--- src/rtl/conv_pool_sequencer.sv ---
// Control sequencer for the convolution/max-pool engine: steers tagged beats into the
// weight/input chains, fires the MAC per window and max-pools POOL_WIN results.
// Optional pooled-output counter enabled by CONV_POOL_PERF_CNT_EN.
module conv_pool_sequencer #(
  parameter int unsigned DW       = 6,
  parameter int unsigned TAPS     = 4,
  parameter int unsigned POOL_WIN = 4,
  parameter int unsigned RW       = 2*DW + $clog2(TAPS)
) (
  input  logic          clk,
  input  logic          rst_n,
  input  logic          in_valid,
  output logic          in_ready,
  input  logic [DW-1:0] in_data,
  input  logic          in_is_weight,
  output logic [DW-1:0] dp_data,
  output logic          dp_shift_w,
  output logic          dp_shift_x,
  output logic          dp_mac_en,
  input  logic [RW-1:0] dp_result,
  output logic          pool_valid,
  output logic [RW-1:0] pool_result,
  output logic          busy,
  output logic          weights_loaded,
  output logic [15:0]   pool_count
);

  localparam int unsigned TCW = (TAPS > 1) ? $clog2(TAPS) : 1;
  localparam int unsigned WCW = (POOL_WIN > 1) ? $clog2(POOL_WIN) : 1;
  localparam logic [TCW-1:0] TAP_LAST = TCW'(TAPS - 1);
  localparam logic [WCW-1:0] WIN_LAST = WCW'(POOL_WIN - 1);

  typedef enum logic [2:0] {IDLE, LOAD_W, LOAD_X, MAC, CAPTURE} state_e;

  state_e          state_q, state_d;
  logic [TCW-1:0]  tap_q, tap_d;
  logic [WCW-1:0]  win_q, win_d;
  logic [RW-1:0]   acc_q, acc_d;
  logic [RW-1:0]   pr_q, pr_d;
  logic            wl_q, wl_d;
  logic            pv_q, pv_d;
  logic            ready_c;
  logic            xfer_c;
  logic [RW-1:0]   new_max_c;

  // Acceptance depends only on state and the beat's tag, never on in_valid
  always_comb begin
    ready_c = 1'b0;
    case (state_q)
      IDLE:    ready_c = in_is_weight | wl_q;
      LOAD_W:  ready_c = in_is_weight;
      LOAD_X:  ready_c = 1'b1;
      default: ready_c = 1'b0;
    endcase
  end

  assign in_ready       = rst_n & ready_c;
  assign xfer_c         = in_valid & in_ready;
  assign dp_data        = in_data;
  assign dp_shift_w     = xfer_c & in_is_weight;
  assign dp_shift_x     = xfer_c & ~in_is_weight;
  assign dp_mac_en      = rst_n & (state_q == MAC);
  assign busy           = (state_q != IDLE);
  assign weights_loaded = wl_q;
  assign pool_valid     = pv_q;
  assign pool_result    = pr_q;

  // First window of a group seeds the max; ties keep the running value
  assign new_max_c = ((win_q == '0) || (dp_result > acc_q)) ? dp_result : acc_q;

  always_comb begin
    state_d = state_q;
    tap_d   = tap_q;
    win_d   = win_q;
    acc_d   = acc_q;
    wl_d    = wl_q;
    pr_d    = pr_q;
    pv_d    = 1'b0;
    case (state_q)
      IDLE: begin
        if (xfer_c) begin
          if (in_is_weight) begin
            if (TAPS == 1) begin
              wl_d  = 1'b1;
              tap_d = '0;
            end else begin
              wl_d    = 1'b0;
              tap_d   = TCW'(1);
              state_d = LOAD_W;
            end
          end else begin
            if (TAPS == 1) begin
              tap_d   = '0;
              state_d = MAC;
            end else begin
              tap_d   = TCW'(1);
              state_d = LOAD_X;
            end
          end
        end
      end
      LOAD_W: begin
        if (xfer_c) begin
          if (tap_q == TAP_LAST) begin
            wl_d    = 1'b1;
            tap_d   = '0;
            state_d = IDLE;
          end else begin
            tap_d = tap_q + TCW'(1);
          end
        end
      end
      LOAD_X: begin
        if (xfer_c) begin
          if (in_is_weight) begin
            // A weight beat mid-window abandons both the window and the pool group
            acc_d = '0;
            win_d = '0;
            if (TAPS == 1) begin
              wl_d    = 1'b1;
              tap_d   = '0;
              state_d = IDLE;
            end else begin
              wl_d    = 1'b0;
              tap_d   = TCW'(1);
              state_d = LOAD_W;
            end
          end else if (tap_q == TAP_LAST) begin
            tap_d   = '0;
            state_d = MAC;
          end else begin
            tap_d = tap_q + TCW'(1);
          end
        end
      end
      MAC: state_d = CAPTURE;
      CAPTURE: begin
        acc_d = new_max_c;
        if (win_q == WIN_LAST) begin
          pr_d  = new_max_c;
          pv_d  = 1'b1;
          win_d = '0;
        end else begin
          win_d = win_q + WCW'(1);
        end
        state_d = IDLE;
      end
      default: state_d = IDLE;
    endcase
  end

  always_ff @(posedge clk) begin
    if (!rst_n) begin
      state_q <= IDLE;
      tap_q   <= '0;
      win_q   <= '0;
      acc_q   <= '0;
      pr_q    <= '0;
      wl_q    <= 1'b0;
      pv_q    <= 1'b0;
    end else begin
      state_q <= state_d;
      tap_q   <= tap_d;
      win_q   <= win_d;
      acc_q   <= acc_d;
      pr_q    <= pr_d;
      wl_q    <= wl_d;
      pv_q    <= pv_d;
    end
  end

`ifdef CONV_POOL_PERF_CNT_EN
  logic [15:0] pool_cnt_q;

  // Saturating count of emitted pooled results
  always_ff @(posedge clk) begin
    if (!rst_n) begin
      pool_cnt_q <= '0;
    end else if (pv_q && (pool_cnt_q != 16'hFFFF)) begin
      pool_cnt_q <= pool_cnt_q + 16'd1;
    end
  end

  assign pool_count = pool_cnt_q;
`else
  assign pool_count = 16'h0000;
`endif

endmodule

--- config.mk ---
export PLATFORM = sky130hd
export DESIGN_NAME = conv_pool_sequencer
export DESIGN_NICKNAME = d
export VERILOG_FILES = /design/src/rtl/conv_pool_sequencer.sv
export SDC_FILE = /design/constraint.sdc
export NUM_CORES = 1
export LEC_CHECK = 0
export BUFFER_PORTS_ARGS = -buffer_cell sky130_fd_sc_hd__buf_2
export CAP_MARGIN = 25
export CORE_ASPECT_RATIO = 0.9
export CORE_MARGIN = 5
export CORE_UTILIZATION = 35
export DETAILED_ROUTE_END_ITERATION = 6
export GPL_TIMING_DRIVEN = 1
export PLACE_DENSITY = 0.61
export SYNTH_ARGS = -nofsm -noshare
export SYNTH_HDL_FRONTEND = slang
export SYNTH_SLANG_ARGS = --single-unit
--- constraint.sdc ---
create_clock -name clk -period 5.4 [get_ports clk]
set_input_delay 0.27 -clock clk [delete_from_list [all_inputs] [get_ports clk]]
set_output_delay 0.27 -clock clk [all_outputs]
set_load 0.03 [all_outputs]
# Word level (Yosys, flattened, before mapping)
# Index checks and enable logic that the tools add are counted.
# word_totals
in_bits	24
out_inout_bits	43
elab_cells	74
ff_bits	37
# op_classes
bitwise	7
muxes	29
n_eq_ne	14
n_reduce_logical	14
add_sub_neg	2
n_lt_le_gt_ge	1
# ops
operator	count
14-bit 2-to-1 mux	3
14-bit case mux with 2 select lines	1
2-bit 2-to-1 mux	9
3-bit 2-to-1 mux	6
14-bit greater-than comparator	1
3-bit case mux with 4 select lines	1
2-bit != test (second input constant)	5
5-bit AND reduction	2
3-bit by 2-bit equality test with 1-bit output (second input constant)	2
2-bit case mux with 3 select lines	1
3-bit nonzero test	2
1-bit bitwise AND	5
1-bit 2-to-1 mux	5
2-bit by 1-bit adder with 2-bit output (second input constant)	2
2-bit equality test (second input constant)	2
2-bit by 1-bit != test with 1-bit output (second input constant)	2
2-bit case mux with 2 select lines	1
2-bit AND reduction	2
4-bit AND reduction	1
2-bit nonzero test	2
3-bit by 1-bit equality test with 1-bit output (second input constant)	1
3-bit equality test (second input constant)	1
3-bit zero test	1
3-bit != test (second input constant)	1
other kinds (8)	8

# Logic depth before layout (Yosys ltp)
# Gate-level depths: netlist of run 1.
# depth
ltp_word	6
ltp_mapped	10
ltp_nobuf	8

# Worst setup path before layout of run 1
# No wires, ideal clock.
# synth_timing
path_kind	flip-flop to output port
start	reg state_q[1]
end	out dp_shift_x
slack_ps	2994
arrival_ps	2136
required_time_ps	5130
stages_incl_launch_ff	7
n_path_buf	2
path_cell_list	dfxtp_1 > clkbuf_1 > o21bai_1 > a21oi_1 > and2_1 > clkbuf_1 > nor2b_1
# synth_between
elab_chain_cells	5
elab_cells_between_ends	7
classes_between	2 x eq/ne; 1 x mux; 3 x bitwise; 1 x reduce/logical
# synth_rtl
element	line_no	source
start: declaration	35	state_e state_q, state_d;
start signal: assignment	162	state_q <= state_d;
3-bit by 2-bit equality test with 1-bit output (tied with other cells)	49	case (state_q)
1-bit case mux with 3 select lines (*)	49	
1-bit bitwise AND (*)	57	assign in_ready = rst_n & ready_c;
named net in_ready	13	output logic in_ready,
1-bit bitwise AND (*)	58	assign xfer_c = in_valid & in_ready;
1-bit bitwise AND (*)	61	assign dp_shift_x = xfer_c & ~in_is_weight;
end: declaration	18	output logic dp_shift_x,
# Mark *: on every way through the listed nets, which the timed path passes. The rest lies on a longest branch.

# Worst setup path after layout of run 1
# layout_timing
start	reg acc_q[13]
end	reg acc_q[13]
# layout_between
elab_chain_cells	4
# layout_rtl
element	line_no	source
start: declaration	38	logic [RW-1:0] acc_q, acc_d;
start signal: assignment	157	acc_q <= '0;
start signal: assignment	165	acc_q <= acc_d;
14-bit greater-than comparator	69	assign new_max_c = ((win_q == '0) || (dp_result > acc_q)) ? dp_result : acc_q;
1-bit logical OR	69	
14-bit 2-to-1 mux (*)	69	
14-bit case mux with 2 select lines (*)	79	case (state_q)
# Every way passes the cells marked *; elsewhere a longest branch is shown, timed or not.
# A chain may end at the register's enable or synchronous reset.

==> results of run 1 <==
==> area by class of cell <==
type                            count  area [um^2]  share of cell area, %
Multi-Input combinational cell    158         1120                   48.0
Sequential cell                    37          741                   31.7
Timing Repair Buffer               40          213                   9.11
Clock buffer                        7         96.3                   4.13
Tap cell                           70         87.6                   3.75
Inverter                           19         71.3                   3.05
Clock inverter                      1         5.00                  0.214
==> flip-flops by register name, summed over array words and instances (netlist names) <==
register and cells:
tap_q 2, state_q 3, pool_result 14, weights_loaded 1, win_q 2, pool_valid 1
acc_q 14
==> kinds of logic after synthesis <==
family                     share of synthesized area [%]
and+or+nand+nor                                     11.8
other                                              0.178
DFF                                                 35.2
adders and majority gates                           10.1
buffers and inverters                               14.3
muxes                                               6.65
AOI/OAI and AO/OA                                   21.9
==> where the power goes <==
part	internal (mW)	switching, mW	leakage [nW]
Sequential	0.274	0.00277	0.298
Combinational	0.0193	0.0438	0.800
Clock	0.115	0.0948	0.0542
==> worst min path at each step <==
stage | startpoint | endpoint
after global placement | tap_q[1] | tap_q[1]
final | dp_result[0] | acc_q[0]
after CTS | dp_result[0] | acc_q[0]
after floorplan | dp_result[0] | acc_q[0]
after global routing | dp_result[8] | acc_q[8]
after detailed placement | tap_q[1] | tap_q[1]
==> per-layer routing <==
metal | routed length (um) | up-vias | GRT usage, %
met5 | 0 | - | 0
met4 | 48 | 0 | 2.97
met3 | 267 | 8 | 4.06
met2 | 1970 | 47 | 19.2
met1 | 2130 | 747 | 14.4
li1 | - | 849 | -
==> cells in the final DEF (no fill, tap or decap), types with 7 or more instances in the layout <==
| cell type | instances |
|---|---|
| a21oi_1 | 28 |
| a32o_1 | 14 |
| buf_2 | 38 |
| clkbuf_8 | 7 |
| conb_1 | 16 |
| dfxtp_1 | 37 |
| ha_1 | 17 |
| inv_1 | 19 |
| mux2i_1 | 14 |
| nor2_1 | 7 |
| o21ai_0 | 14 |
==> worst max-delay path, delay by kind of cell, from the launching register on <==
family	cells	cell delay [ns]
AOI/OAI and AO/OA	2	0.59
adders and majority gates	1	0.32
buffers and inverters	2	0.28
DFF	1	0.35
and+or+nand+nor	3	1.14
==> through the flow <==
step                hold WS, ns  instance area (um^2)  setup WS, ns  cells
detailed placement        0.462                  2220          2.23    323
floorplan                 0.396                  2160          2.99    250
global placement          0.463                  2210          2.31    322
finish                    0.221                  2330          2.64    332
CTS                       0.215                  2320          2.24    331
global route              0.223                  2330          2.46    332
==> key figures, run 1 <==
Power
  – PwrDens: 236 mW/mm^2
  – Worst IR drop on VDD: about 0.15 mV
  – Total power draw: 0.550 mW
  – Static Leak: roughly 1.2 nW

Place
  – GPL Wtd Cong: roughly 0.74
  – Hpwl dp: 3.20 mm
  – Port bufs: 38

Synthesis
  – Top FF cell, synth: dfxtp_1
  – Synth async-reset ratio: 0%
  – Seq cells post-synth: 37
  – Seq/Total Area, Yosys: a little over a third
  – Area leader, netlist: dfxtp_1
  – Synth top area share: 35.2%
  – Synth top area cells: dfxtp_1, ha_1, buf_4, a21oi_1, a32o_1
  – Synth warn: 0
  – Top post-synthesis cells by count: dfxtp_1, a21oi_1, buf_4
  – Count leader, synth: dfxtp_1
  – Post-synth EDFFs: 0
  – Synth Instances: about 240
  – Mapped cell area: ~0.0021 mm^2
  – Syn_area_per_cell: roughly 9 um^2
  – Synth cell types: 37

Finish
  – Finished Core Util: 40.5%
  – Layout fillers: between 600 and 700
  – Nets: between 300 and 400
  – Ratio of cells with drive above 1 in the final layout: between 10% and 20%
  – Ant. Diodes: 0
  – Area grow syn2layout: 10.8%

Routing
  – Pre-antenna DRT Iters: 4
  – Avg WL per Cell: 13.3 um
  – Vias: 1651
  – Detail Route Antenna Nets: 0
  – Starting DRT DRC Count: between 100 and 150
  – Drc violations: 0
  – DR vias/cell: around 5
  – Post-Route WL: 4.42 mm

STA
  – Number of slew-limit violations in the final report: 0
  – RSZ-0062 raised after global routing: false
  – Slew HR: between 40% and 50%
  – Final setup vio count: 0
  – Worst Max-Slew Pin Slew: 0.883 ns
  – Setup TNS: 0 ns
  – Fin crit share: 51.0%
  – Skew final: ~0.0065 ns
  – Fmax: between 300 and 400 MHz
  – Minimum clock period: between 2 and 3 ns
  – Final Hold Viols: 0

Floorplanning
  – Core area: about 0.0058 mm^2
  – Row count: 26
  – Initial Util: 36.6%
  – Die Footprint: between 0.007 and 0.008 mm^2
  – Die height: about 84 um
  – DIE WIDTH: between 90 and 100 um
  – Ports: 67

Clock network
  – Total clock sinks: 37
  – Post-CTS Resized: 0
  – CTS tree: yes
  – H-tree depth: 2
  – Clk root buf: clkbuf_8
  – Clock Path Buffers: 2
  – Total setup buffers inserted after CTS: 0
  – # hold bufs at CTS: 0
  – Num CTS Buffers: 5
  – Reg clk slew, reported paths: about 0.070 ns
  – Clock Latency Late Sink: 0.29 ns

Critical path
  – CP Max Fanout: 14
  – Critical Path Max Stage Delay: approximately 0.54 ns
  – R2r worst-path depth: 8
  – Crit path capture: acc_q[13]
  – R2R setup slack: 2.64 ns
  – Crit-path slowest cell: and3_1
  – Critical Path Source: acc_q[13]
  – Critical Path Sink Type: register
  – CP required: 5.62 ns
  – R2r endpoint: acc_q[13]
  – Startpoint types: register
  – FF-to-FF Start: acc_q[13]
  – Setup CP Type: register to register
  – Crit path DAT: roughly 3.0 ns
  – CP cell instances: inv_1 > ha_1 > nand4_2 > or3_1 > o221ai_2 > buf_8 > and3_1 > a32o_1

Status
  – Outcome: complete, no violations

Global route
  – GRT Overall Usage: ~12%
  – Largest net degree at the start of global routing: 38
  – Grt total ovfl: 0
  – Vias in the first global route: 1692
  – Initial antenna violation count: 0
  – First-pass GRT wire length: about 7.4 mm

Hold path
  – Hold path depth: 2
  – Min-Delay Path Class: primary input to register

Job
  – Max_cap viols: 0
Power figures use the tool's default switching activity.
==> inputs of run 2 (changes only) <==
Clock period 5.4 ns to 2.6 ns, I/O delays scaled along.
==> key figures, run 2 (synthesis gave the netlist of run 1 again) <==
Status
  – Outcome: complete, no violations (unchanged)

Routing
  – Pre-antenna DRT Iters: 6 (was 4)
  – Starting DRT DRC Count: 122 (was 114)
  – Vias: 1651 (unchanged)
  – Drc violations: 0 (unchanged)
  – Post-Route WL: 4.37 mm (was 4.42 mm)
  – Avg WL per Cell: 13.1 um (was 13.3 um)
  – Detail Route Antenna Nets: 0 (unchanged)
  – DR vias/cell: 4.94 (was 4.97)

Place
  – Pre-CTS WS: 0.173 ns (was 2.23 ns)
  – GPL Wtd Cong: 0.744 (was 0.743)
  – Hpwl dp: 3.23 mm (was 3.20 mm)
  – Placed cell count: 327 (was 323)
  – Port bufs: 38 (unchanged)
  – Placed Area: 0.00225 mm^2 (was 0.00222 mm^2)

STA
  – Final setup vio count: 0 (unchanged)
  – Setup slack after layout: 0.275 ns (was 2.64 ns)
  – Fmax: 430 MHz (was 363 MHz)
  – Setup TNS: 0 ns (unchanged)
  – Worst Max-Slew Pin Slew: 0.589 ns (was 0.883 ns)
  – Skew final: 0.00778 ns (was 0.00653 ns)
  – Final Hold Viols: 0 (unchanged)
  – Hold WS: 0.0947 ns (was 0.221 ns)
  – Minimum clock period: 2.33 ns (was 2.76 ns)
  – Fin crit share: 89.4% (was 51.0%)
  – RSZ-0062 raised after global routing: false (unchanged)
  – Number of slew-limit violations in the final report: 0 (unchanged)
  – Slew HR: 60.8% (was 41.1%)

Critical path
  – Critical Path Max Stage Delay: 0.57 ns (was 0.54 ns)
  – Setup CP Type: register to register (unchanged)
  – Crit-path slowest cell: and3_1 (unchanged)
  – CP cell instances: inv_1 > ha_1 > nand4_1 > or3_1 > o221ai_2 > and3_1 > a32o_1 (was inv_1 > ha_1 > nand4_2 > or3_1 > o221ai_2 > buf_8 > and3_1 > a32o_1)
  – Crit-path leading delay family: simple AND/OR/NAND/NOR gates (unchanged)
  – CP required: 2.82 ns (was 5.62 ns)
  – Critical path buffers and inverters: 1 (was 2)
  – Startpoint types: register (unchanged)
  – CP Max Fanout: 14 (unchanged)
  – Critical Path Sink Type: register (unchanged)
  – Crit path DAT: 2.55 ns (was 2.98 ns)

Clock network
  – Clock Latency Late Sink: 0.28 ns (was 0.29 ns)
  – Num CTS Buffers: 5 (unchanged)
  – Total setup buffers inserted after CTS: 0 (unchanged)
  – Clk root buf: clkbuf_8 (unchanged)
  – H-tree depth: 2 (unchanged)
  – Reg clk slew, reported paths: 0.07 ns (about the same)
  – Clock Path Buffers: 2 (unchanged)
  – Total clock sinks: 37 (unchanged)
  – CTS tree: yes (unchanged)

Global route
  – Grt total ovfl: 0 (unchanged)
  – First-pass GRT wire length: 7.25 mm (was 7.40 mm)
  – Largest net degree at the start of global routing: 37 (was 38)
  – Vias in the first global route: 1573 (was 1692)
  – GRT Overall Usage: 11.5% (was 11.6%)
  – Initial antenna violation count: 0 (unchanged)

Floorplanning
  – Ports: 67 (unchanged)
  – Initial Util: 36.6% (unchanged)
  – Row count: 26 (unchanged)
  – Die Footprint: 0.00767 mm^2 (unchanged)
  – Die height: 83.6 um (unchanged)
  – DIE WIDTH: 91.8 um (unchanged)
  – Core area: 0.00576 mm^2 (unchanged)

Power
  – Static Leak: 1.15 nW (about the same)
  – Total power draw: 1.10 mW (was 0.550 mW)
  – Worst IR drop on VDD: 0.258 mV (was 0.153 mV)
  – PwrDens: 471 mW/mm^2 (was 236 mW/mm^2)

Finish
  – Leading cell type in the layout, fill and taps excluded: buf_2 (unchanged)
  – Post-route cell area: 0.00234 mm^2 (was 0.00233 mm^2)
  – Area grow syn2layout: 11.0% (was 10.8%)
  – Nets: 305 (was 302)
  – Post-route insts no fill: 334 (was 332)
  – Ant. Diodes: 0 (unchanged)
  – Layout fillers: 579 (was 604)
  – Ratio of cells with drive above 1 in the final layout: 20.5% (was 19.8%)
  – Commonest non-fill, non-tap cells in the layout: buf_2, dfxtp_1, a21oi_1 (unchanged)
  – Finished Core Util: 40.6% (was 40.5%)

Job
  – Max_cap viols: 0 (unchanged)

Hold path
  – Min-Delay Path Class: primary input to register (unchanged)
[run 2: cell types whose count changed in the layout (fill, tap and decap cells not counted), sizes merged]
cell	change
clkinv	-1
buf	+3
[run 2: power breakdown]
part / internal [mW] / total (mW) / switching, mW
Sequential: 0.570 / 0.575 / 0.00564
Clock: 0.210 / 0.394 / 0.184
Combinational: 0.0413 / 0.133 / 0.0916
Total: 0.821 / 1.10 / 0.281
[run 2: worst reg2reg max path, stage by stage (launching register included)]
cell      delay (ns)
dfxtp_1         0.35
inv_1           0.05
ha_1            0.30
nand4_1         0.19
or3_1           0.41
o221ai_2        0.18
and3_1          0.57
a32o_1          0.21
[run 2: repair_timing]
item	4_1_cts	5_1_grt
endpoints found under the setup margin	0	1
hold buffers	0	0
gates resized for setup	0	1
[run 2: area by class of cell]
| type | count | area, um^2 | area share, % |
|---|---|---|---|
| Clock buffer | 7 | 86.3 | 3.69 |
| Inverter | 19 | 71.3 | 3.05 |
| Multi-Input combinational cell | 158 | 1120 | 48.1 |
| Sequential cell | 37 | 741 | 31.7 |
| Tap cell | 70 | 87.6 | 3.75 |
| Timing Repair Buffer | 43 | 228 | 9.74 |
[run 2: layer usage]
| metal | GRT usage (%) | wire length, um | up-vias |
|---|---|---|---|
| li1 | - | - | 862 |
| met1 | 15.0 | 2090 | 734 |
| met2 | 17.7 | 1880 | 49 |
| met3 | 4.15 | 354 | 6 |
| met4 | 3.78 | 44 | 0 |
| met5 | 0 | 0 | - |
[run 2: worst paths after layout]
check	start	end	slack, ns	cells past startpoint
worst max-delay path	acc_q[9]	acc_q[10]	0.27	7
worst min-delay path	dp_result[7]	acc_q[7]	0.09	2
worst max register to register	acc_q[9]	acc_q[10]	0.27	7
worst min register to register	tap_q[1]	tap_q[1]	0.48	2
